## src/rtl/seg7_pkg.sv

```systemverilog
// -----------------------------------------------------------------------------
// seg7_pkg -- shared constants and types for the 4-digit 7-segment scanner.
//   CODE_W       : width of a digit code (bit4 = blank, bits3:0 = hex glyph)
//   BLANK_CODE   : code that shows nothing
//   SEG_BLANK    : all segments off (active-low)
//   DIG_OFF      : all digit enables off (active-low)
//   GLYPH_TABLE  : hex glyph -> segments {a,b,c,d,e,f,g}, active-low
//   digit_t      : one digit buffer entry {code, blink}
// -----------------------------------------------------------------------------
package seg7_pkg;

  localparam int CODE_W = 5;

  localparam logic [CODE_W-1:0] BLANK_CODE = 5'h10;
  localparam logic [6:0]        SEG_BLANK  = 7'h7F;
  localparam logic [3:0]        DIG_OFF    = 4'hF;

  // Segment order {a,b,c,d,e,f,g}; a 0 lights the segment.
  localparam logic [6:0] GLYPH_TABLE [16] = '{
    7'b0000001,  // 0
    7'b1001111,  // 1
    7'b0010010,  // 2
    7'b0000110,  // 3
    7'b1001100,  // 4
    7'b0100100,  // 5
    7'b0100000,  // 6
    7'b0001111,  // 7
    7'b0000000,  // 8
    7'b0000100,  // 9
    7'b0001000,  // A
    7'b1100000,  // b
    7'b0110001,  // C
    7'b1000010,  // d
    7'b0110000,  // E
    7'b0111000   // F
  };

  typedef struct packed {
    logic [CODE_W-1:0] code;
    logic              blink;
  } digit_t;

  localparam digit_t DIGIT_RST = '{code: BLANK_CODE, blink: 1'b0};

endpackage

```

## src/rtl/seg7_decode.sv

```systemverilog
// -----------------------------------------------------------------------------
// seg7_decode -- combinational digit code to active-low segment pattern.
//   code_i [4:0] : bit4 = blank, bits3:0 = hex glyph
//   seg_o  [6:0] : segments {a,b,c,d,e,f,g}, active-low; all off when blank
// -----------------------------------------------------------------------------
module seg7_decode
  import seg7_pkg::*;
(
  input  logic [CODE_W-1:0] code_i,
  output logic [6:0]        seg_o
);

  // NOTE: every output of a combinational block gets a default first, so no
  // path can leave it unassigned and infer a latch.
  always_comb begin
    seg_o = SEG_BLANK;
    if (!code_i[CODE_W-1]) begin
      seg_o = GLYPH_TABLE[code_i[3:0]];
    end
  end

endmodule

```

## src/rtl/seg7_scan_ctrl.sv

```systemverilog
// -----------------------------------------------------------------------------
// seg7_scan_ctrl -- time-multiplexed 4-digit 7-segment display controller
// with a double-buffered digit store (shadow written by the port, live shown).
// A frame is digits 0..3, SCAN_TICKS clocks each. Pending shadow contents are
// copied to live only at the frame boundary, so a frame is never torn.
//
// Optional feature: define SEG7_BLINK_EN to enable per-digit blinking with a
// half-period of BLINK_TICKS clocks. Without it the blink bits are stored but
// have no effect.
//
// Ports:
//   clk, rst_n       : clock, asynchronous active-low reset
//   wr_valid/ready   : write handshake; ready is low while a write is pending
//   wr_digit [1:0]   : target digit
//   wr_code  [4:0]   : bit4 = blank, bits3:0 = hex glyph
//   wr_blink         : digit blinks when set
//   display_out[10:0]: [10:7] digit enables (active-low, digit i on bit 7+i),
//                      [6:0] segments {a..g} (active-low); registered
//   frame_tick       : one-cycle pulse after the scan wraps from digit 3 to 0
// -----------------------------------------------------------------------------
module seg7_scan_ctrl
  import seg7_pkg::*;
#(
  parameter int unsigned SCAN_TICKS  = 50000,
  parameter logic [32:0] BLINK_TICKS = 33'd25000000
) (
  input  logic              clk,
  input  logic              rst_n,
  input  logic              wr_valid,
  output logic              wr_ready,
  input  logic [1:0]        wr_digit,
  input  logic [CODE_W-1:0] wr_code,
  input  logic              wr_blink,
  output logic [10:0]       display_out,
  output logic              frame_tick
);

  localparam int                SLOT_W    = $clog2(SCAN_TICKS);
  localparam logic [SLOT_W-1:0] SLOT_LAST = SLOT_W'(SCAN_TICKS - 1);

  logic [SLOT_W-1:0] slot_cnt_q, slot_cnt_d;
  logic [1:0]        sel_q, sel_d;
  logic              pending_q, pending_d;
  logic              frame_tick_q;
  logic [10:0]       display_q, display_d;
  digit_t            shadow_q [4];
  digit_t            shadow_d [4];
  digit_t            live_q   [4];
  digit_t            live_d   [4];

  logic       slot_end, frame_end, wr_fire;
  digit_t     cur;
  logic [6:0] glyph_seg;
  logic       blink_blank;

  assign slot_end  = (slot_cnt_q == SLOT_LAST);
  assign frame_end = slot_end && (sel_q == 2'd3);
  assign wr_ready  = !pending_q;
  assign wr_fire   = wr_valid && !pending_q;

  always_comb begin
    slot_cnt_d = slot_end ? '0 : slot_cnt_q + 1'b1;
    sel_d      = slot_end ? sel_q + 2'd1 : sel_q;
    pending_d  = pending_q;
    shadow_d   = shadow_q;
    live_d     = live_q;
    if (wr_fire) begin
      shadow_d[wr_digit] = '{code: wr_code, blink: wr_blink};
      pending_d          = 1'b1;
    end
    // Commit and accept never coincide: a commit needs pending, accept needs !pending.
    if (frame_end && pending_q) begin
      live_d    = shadow_q;
      pending_d = 1'b0;
    end
  end

  // Display path: decode the digit currently selected from the live buffer.
  assign cur = live_q[sel_q];

  seg7_decode u_decode (
    .code_i (cur.code),
    .seg_o  (glyph_seg)
  );

`ifdef SEG7_BLINK_EN
  localparam int                 BLINK_W    = $clog2(BLINK_TICKS);
  localparam logic [BLINK_W-1:0] BLINK_LAST = BLINK_W'(BLINK_TICKS - 33'd1);

  logic [BLINK_W-1:0] blink_cnt_q;
  logic               phase_q;

  always_ff @(posedge clk or negedge rst_n) begin
    if (!rst_n) begin
      blink_cnt_q <= '0;
      phase_q     <= 1'b0;
    end else if (blink_cnt_q == BLINK_LAST) begin
      blink_cnt_q <= '0;
      phase_q     <= ~phase_q;
    end else begin
      blink_cnt_q <= blink_cnt_q + 1'b1;
    end
  end

  assign blink_blank = cur.blink & phase_q;
`else
  logic unused_blink;
  assign unused_blink = cur.blink;
  assign blink_blank  = 1'b0;
`endif

  always_comb begin
    display_d = {~(4'b0001 << sel_q), (blink_blank ? SEG_BLANK : glyph_seg)};
  end

  // NOTE: sequential state uses non-blocking assignments so every register
  // samples pre-edge values regardless of statement order.
  always_ff @(posedge clk or negedge rst_n) begin
    if (!rst_n) begin
      slot_cnt_q   <= '0;
      sel_q        <= '0;
      pending_q    <= 1'b0;
      frame_tick_q <= 1'b0;
      display_q    <= {DIG_OFF, SEG_BLANK};
      // NOTE: the small digit buffers are reset explicitly so the display is
      // guaranteed blank after reset and a discarded write cannot leak later.
      for (int i = 0; i < 4; i++) begin
        shadow_q[i] <= DIGIT_RST;
        live_q[i]   <= DIGIT_RST;
      end
    end else begin
      slot_cnt_q   <= slot_cnt_d;
      sel_q        <= sel_d;
      pending_q    <= pending_d;
      frame_tick_q <= frame_end;
      display_q    <= display_d;
      shadow_q     <= shadow_d;
      live_q       <= live_d;
    end
  end

  assign display_out = display_q;
  assign frame_tick  = frame_tick_q;

endmodule

```

## config.mk

```make
export PLATFORM = sky130hd
export DESIGN_NAME = seg7_scan_ctrl
export DESIGN_NICKNAME = d
export VERILOG_FILES = /design/src/rtl/seg7_pkg.sv /design/src/rtl/seg7_decode.sv /design/src/rtl/seg7_scan_ctrl.sv
export SDC_FILE = /design/constraint.sdc
export NUM_CORES = 1
export LEC_CHECK = 0
export ABC_AREA = 1
export BUFFER_PORTS_ARGS = -buffer_cell sky130_fd_sc_hd__buf_2
export CAP_MARGIN = 25
export CORE_UTILIZATION = 63
export DETAILED_ROUTE_END_ITERATION = 7
export PLACE_DENSITY = 0.84
export SETUP_SLACK_MARGIN = 0.5
export SLEW_MARGIN = 0
export SYNTH_ARGS = -nofsm -noshare
export SYNTH_HDL_FRONTEND = slang
export SYNTH_HIERARCHICAL = 1
export SYNTH_SLANG_ARGS = --single-unit
```

## constraint.sdc

```tcl
create_clock -name clk -period 2.8 [get_ports clk]
set_input_delay 0.14 -clock clk [delete_from_list [all_inputs] [get_ports clk]]
set_output_delay 0.14 -clock clk [all_outputs]
set_load 0.05 [all_outputs]
```

==> summary.md, run 1 <==
| Metric | Value |
|---|---|
| CP Class | reg -> reg |
| First-pass GRT wire length | 11800 µm |
| CTS tree | done |
| Antenna Nets Post-Route | 0 |
| Required time worst endpoint | 3090 ps |
| Critical R2R Launch | sel_q[0]$_DFFE_PN0N_ |
| P_leak | 1.93 nW |
| Largest net degree at the start of global routing | 39 |
| Crit path from | sel_q[0]$_DFFE_PN0N_ |
| Worst slew margin | 46.1% |
| Cells after synthesis | 401 |
| Chip Width | ~77 µm |
| Clock skew | 10.3 ps |
| Drt first pass iters | 5 |
| Via count | between 2000 and 3000 |
| Residual DRC | 0 |
| Vias in the first global route | 2545 |
| Setup_tns | 0 ps |
| Core Rows | 26 |
| Slowest stage delay, CP | about 620 ps |
| Port Buffers | 22 |
| Overall fraction of global-route tracks in use | 25.9% |
| Global route overflow | 0 |
| Core box area | 5240 µm² |
| Mean Syn Cell Area | 8.76 µm² |
| Sink Count | 71 |
| Final Slew Violations | 0 |
| Initial core utilization | ~67% |
| Share of layout cells above drive strength 1 | 19.3% |
| Nets@finish | 448 |
| Final min period | 2120 ps |
| Setup repair after global routing missed its margin | no |
| Routed wire length | 6860 µm |
| Yosys warnings | 6 |
| Drt first-iter violations | 217 |
| Initial antenna violation count | 0 |
| Clock Tree Buf Depth | 2 |
| Seq/Total Area, Yosys | 51.2% |
| WHS | about 44 ps |
| Hold path start | wr_valid |
| Final Hold Vio Count | 0 |
| Synthesis-stage register bit count | 71 |
| Number of max-cap violations | 0 |
| Worst-margin pin slew | 809 ps |
| CTS clk-pin slew, worst paths | 70 ps |
| Synth Cell Area | about 3500 µm² |
| Chip Height | around 77 µm |
| Diode count | 0 |
| Endpoints failing setup | 0 |
| CP cell instances | clkinvlp_4 -> o21ai_0 -> o22ai_1 -> inv_1 -> ha_1 -> nand2_1 -> nand3_1 -> nand3_1 |
| Final Wtd Congestion | 0.885 |
| Worst setup EP type | register |
| Final period util | 75.7% |
| Worst vdd ir | 0.000384 V |
| H-tree depth | 3 |
| Arrival @ worst endpoint | 2410 ps |
| Num CTS Buffers | 9 |
| Wirelength per Cell | 13.7 µm |
| I/O pin cnt | 24 |
| Top cell by count, worst path | nand3_1 |
| Vias per Instance | 5.55 |
| CP max stage cell | dfrtp_1 |
| Worst skew pair latency | 350 ps |
| Root buffer selected by CTS | clkbuf_8 |
| Layout area overhead | 10.6% |
| Syn Nets | roughly 420 |
| Worst setup SP type | register |
| Fmax achieved | around 470 MHz |
| Worst Hold Class | in -> reg |
| Status | complete, no violations |
| Pwr dens | around 540 nW/µm² |
| Die area | between 5000 and 6000 µm² |
| Synth cell types | 28 |
| Hpwl dp | roughly 4600 µm |
| Max FO, Critical Path | 13 |
logic make-up after synthesis:
| kind of cell | synth area share (%) |
|---|---|
| simple gates | 27.7 |
| fa+ha+maj | 4.27 |
| xor+xnor | 1.74 |
| flops | 51.2 |
| compound gates | 6.91 |
| buf+inv | 8.19 |
cells in the final DEF (no fill, tap or decap), drive strengths merged:
cell / synthesis / routed
o22ai: 5 / 5
clkinvlp: 0 / 2
o21bai: 2 / 2
dfrtp: 52 / 52
a21boi: 1 / 1
nand4: 21 / 21
clkinv: 1 / 2
buf: 10 / 25
nor3: 2 / 2
bufinv: 0 / 3
dfstp: 19 / 19
nand3: 36 / 36
xor2: 7 / 7
clkbuf: 3 / 11
nor2: 44 / 44
a21oi: 1 / 1
o21ai: 36 / 36
nand2: 107 / 107
inv: 42 / 41
dlygate4sd3: 0 / 1
ha: 12 / 12
final timing paths:
kind                       slack (ps)  cells past startpoint                        to
max                               680                      8  display_out[3]$_DFF_PN1_
min                                40                      3     pending_q$_DFFE_PN0P_
max reg2reg                       680                      8  display_out[3]$_DFF_PN1_
min reg2reg                       480                      2    live_q[17]$_DFFE_PN1P_
max in group asynchronous        1700                      3  shadow_q[17]$_DFFE_PN1P_
min in group asynchronous         390                      2  slot_cnt_q[12]$_DFF_PN0_
metal layers:
metal | GRT usage [%] | wire length, µm | vias up
met3 | 4.29 | 286 | 12
met4 | 11.9 | 125 | 0
met2 | 41.9 | 3360 | 86
met1 | 34.4 | 3090 | 1329
li1 | - | - | 1349
met5 | 0 | 0 | -
through the flow:
stage               power, mW  utilization (%)  std cells  instance area [µm²]  setup slack (ps)
floorplan                1.09                -        401                 3510               900
global placement         1.12             69.1        483                 3620               665
detailed placement       1.13             69.1        483                 3620               585
CTS                      2.12             74.1        500                 3880               560
global route             2.17             74.2        500                 3890               514
finish                   2.11             74.2        500                 3890               679
flip-flops by register name, indices dropped and copies added, names as in the netlist:
| register | flops |
|---|---|
| sel_q | 2 |
| shadow_q | 20 |
| pending_q | 1 |
| slot_cnt_q | 16 |
| display_out | 11 |
| frame_tick | 1 |
| live_q | 20 |
power breakdown:
group / total [mW] / switching (mW) / leakage (nW) / internal, mW
Sequential: 1.06 / 0.00994 / 0.897 / 1.05
Combinational: 0.0508 / 0.0346 / 0.910 / 0.0162
Clock: 1.00 / 0.384 / 0.120 / 0.618
final cells by class:
class	instances	area [µm²]
well taps	70	87.6
multi-input cells	274	1430
clock inverters	5	106
fillers	401	1350
flip-flops and latches	71	1800
clock buffers	11	141
repair buffers	26	155
inverters	43	165
synthesized netlist by cell type (all sizes together):
library cell  instances  share of area, %
nor2                 44               6.1
xor2                  7               1.7
nor3                  2              0.28
a21oi                 1              0.14
dfstp                19                14
o21ai                36               5.2
buf                  10               3.0
ha                   12               4.3
nand3                36               5.8
o22ai                 5              0.89
inv                  42               4.5
nand4                21               3.9
nand2               107                12
dfrtp                52                37
clkbuf                3              0.61
clkinv                1              0.11
a21boi                1              0.21
o21bai                2              0.43
critical path, delay by kind of cell (launching register included):
kind,cells,cell delay (ps)
simple gates,3,210
compound gates,2,410
flops,1,620
buf+inv,2,530
fa+ha+maj,1,270
repair_timing:
action / CTS / global route
resized for setup: 0 / 2
endpoints found under the setup margin: 0 / 5
buffers inserted: 0 / 0
hold buffers: 1 / 0
hold endpoints to repair: 19 / 0
Note: power is estimated with default switching activity, not from simulation.
==> run 2: changes to the inputs <==
CORE_UTILIZATION = 54   (was 63)
PLACE_DENSITY = 0.76   (was 0.84)
clock period = 1.95 ns   (was 2.8 ns; I/O delays follow)
==> summary.md, run 2 (synthesis gave the netlist of run 1 again) <==
| Metric | Value |
|---|---|
| Status | complete, no violations |
| Initial core utilization | 55.7% |
| Max FO, Critical Path | 6 |
| Chip Height | between 80 and 90 µm |
| Worst-margin pin slew | 531 ps |
| Critical R2R Launch | sel_q[0]$_DFFE_PN0N_ |
| Endpoints failing setup | 0 |
| Hold worst-path end | shadow_q[5]$_DFFE_PN1P_ |
| Initial antenna violation count | 0 |
| Diode count | 0 |
| Wirelength per Cell | 15.6 µm |
| Worst Hold Class | in -> reg |
| Global route overflow | 0 |
| Die area | 6840 µm² |
| Drt first pass iters | 4 |
| Via count | 2883 |
| Commonest non-fill, non-tap cell in the layout | nand2_1 |
| Worst vdd ir | 0.000620 V |
| Arrival @ worst endpoint | 1850 ps |
| Post-placement cell area | 3740 µm² |
| Core Rows | 29 |
| Hold path start | wr_code[4] |
| Residual DRC | 0 |
| Sink Count | 71 |
| H-tree depth | 3 |
| Design area | 4370 µm² |
| Share of layout cells above drive strength 1 | 33.5% |
| Clock Tree Buf Depth | 2 |
| Pwr dens | roughly 640 nW/µm² |
| Routed wire length | 8400 µm |
| Top flop regs | live_q: 20 flops, shadow_q: 20 flops, slot_cnt_q: 16 flops |
| P_leak | 2.11 nW |
| CTS tree | done |
| R2R depth | 9 |
| Vias per Instance | 5.37 |
| Worst slew margin | 64.6% |
| Setup repair after global routing missed its margin | yes |
| Worst setup EP type | register |
| Worst setup SP type | register |
| Largest net degree at the start of global routing | 45 |
| Setup ws final | 370 ps |
| First-pass GRT wire length | 12500 µm |
| Final Power | between 2 and 3 mW |
| CTS clk-pin slew, worst paths | about 80 ps |
| Final min period | 1580 ps |
| Drt first-iter violations | 147 |
| Final Slew Violations | 0 |
| Required time worst endpoint | 2220 ps |
| Final core occ | between 60% and 70% |
| Root buffer selected by CTS | clkbuf_8 |
| Worst skew pair latency | between 300 and 400 ps |
| Chip Width | 82.7 µm |
| Final Hold Vio Count | 0 |
| Core box area | 6310 µm² |
| Fmax achieved | 633 MHz |
| Overall fraction of global-route tracks in use | between 20% and 30% |
| Hold Crit Depth | 3 |
| Layout area overhead | 24.4% |
| CP Class | reg -> reg |
| Port Buffers | 22 |
| Final Wtd Congestion | 0.856 |
| R2r endpoint | display_out[6]$_DFF_PN1_ |
| Num CTS Buffers | 9 |
| Number of max-cap violations | 0 |
| Setup_tns | 0 ps |
| FF-to-FF setup slack | around 370 ps |
| DP Worst Slack | 284 ps |
| Nets@finish | 478 |
| Clock skew | 9.02 ps |
| Final period util | between 80% and 90% |
| Hpwl dp | 4800 µm |
| I/O pin cnt | 24 |
| Vias in the first global route | 2703 |
| Antenna Nets Post-Route | 0 |
| Most frequent cells in the layout | nand2_1, dfrtp_1, inv_1, nor2_1, nand3_1 |
[run 2: per-layer routing]
layer | up-vias | GRT usage (%) | part of all wire (%)
met5 | - | 0 | 0
met1 | 1395 | 29.8 | 41
met4 | 0 | 7.41 | 2.1
li1 | 1411 | - | -
met3 | 16 | 8.24 | 3.8
met2 | 61 | 42.8 | 53
[run 2: layout make-up]
| class | count | area, µm² |
|---|---|---|
| tap | 77 | 96.3 |
| fill | 488 | 1940 |
| clock buffer | 9 | 124 |
| clock inverter | 7 | 77.6 |
| sequential | 71 | 1810 |
| timing repair buffer | 56 | 457 |
| multi-input combinational | 274 | 1630 |
| inverter | 43 | 181 |
[run 2: critical path, cell delays in order (launching register included)]
cell	delay, ps
dfrtp_2	420
buf_6	170
o21ai_4	60
o22ai_4	270
inv_4	100
ha_2	210
inv_1	50
nand2_1	50
nand3_2	70
nand3_1	90
[run 2: power breakdown]
part           leakage, nW  total [mW]  internal, mW  switching [mW]
Sequential           0.891        1.52          1.50          0.0153
Combinational         1.12      0.0739        0.0232          0.0508
Clock                0.101        1.21         0.604           0.607
[run 2: repair_timing]
| item | 4_1_cts | 5_1_grt |
|---|---|---|
| endpoints found under the setup margin | 31 | 40 |
| buffers inserted | 13 | 6 |
| gates cloned | 1 | 2 |
| gates resized for setup | 29 | 36 |
| hold endpoints to repair | 53 | 0 |
| hold buffers | 2 | 0 |
| pin swaps | 11 | 12 |
[run 2: how the worst max path moves through the flow]
| stage | from | endpoint | slack (ps) | cells after the start |
|---|---|---|---|---|
| 6_report | sel_q[0]$_DFFE_PN0N_ | display_out[6]$_DFF_PN1_ | 370 | 9 |
| 5_1_grt | sel_q[0]$_DFFE_PN0N_ | display_out[6]$_DFF_PN1_ | 300 | 9 |
| 2_1_floorplan | sel_q[0]$_DFFE_PN0N_ | display_out[3]$_DFF_PN1_ | 470 | 9 |
| 3_5_place_dp | sel_q[0]$_DFFE_PN0N_ | display_out[3]$_DFF_PN1_ | 280 | 10 |
| 3_3_place_gp | sel_q[0]$_DFFE_PN0N_ | display_out[3]$_DFF_PN1_ | 330 | 10 |
| 4_1_cts | sel_q[0]$_DFFE_PN0N_ | display_out[3]$_DFF_PN1_ | 430 | 8 |
[run 2: stage by stage]
stage          hold slack, ps  cells
4_1_cts                  16.8    529
6_report                 32.5    537
3_3_place_gp              132    497
3_5_place_dp              140    497
2_1_floorplan            -198    401
5_1_grt                  34.8    537
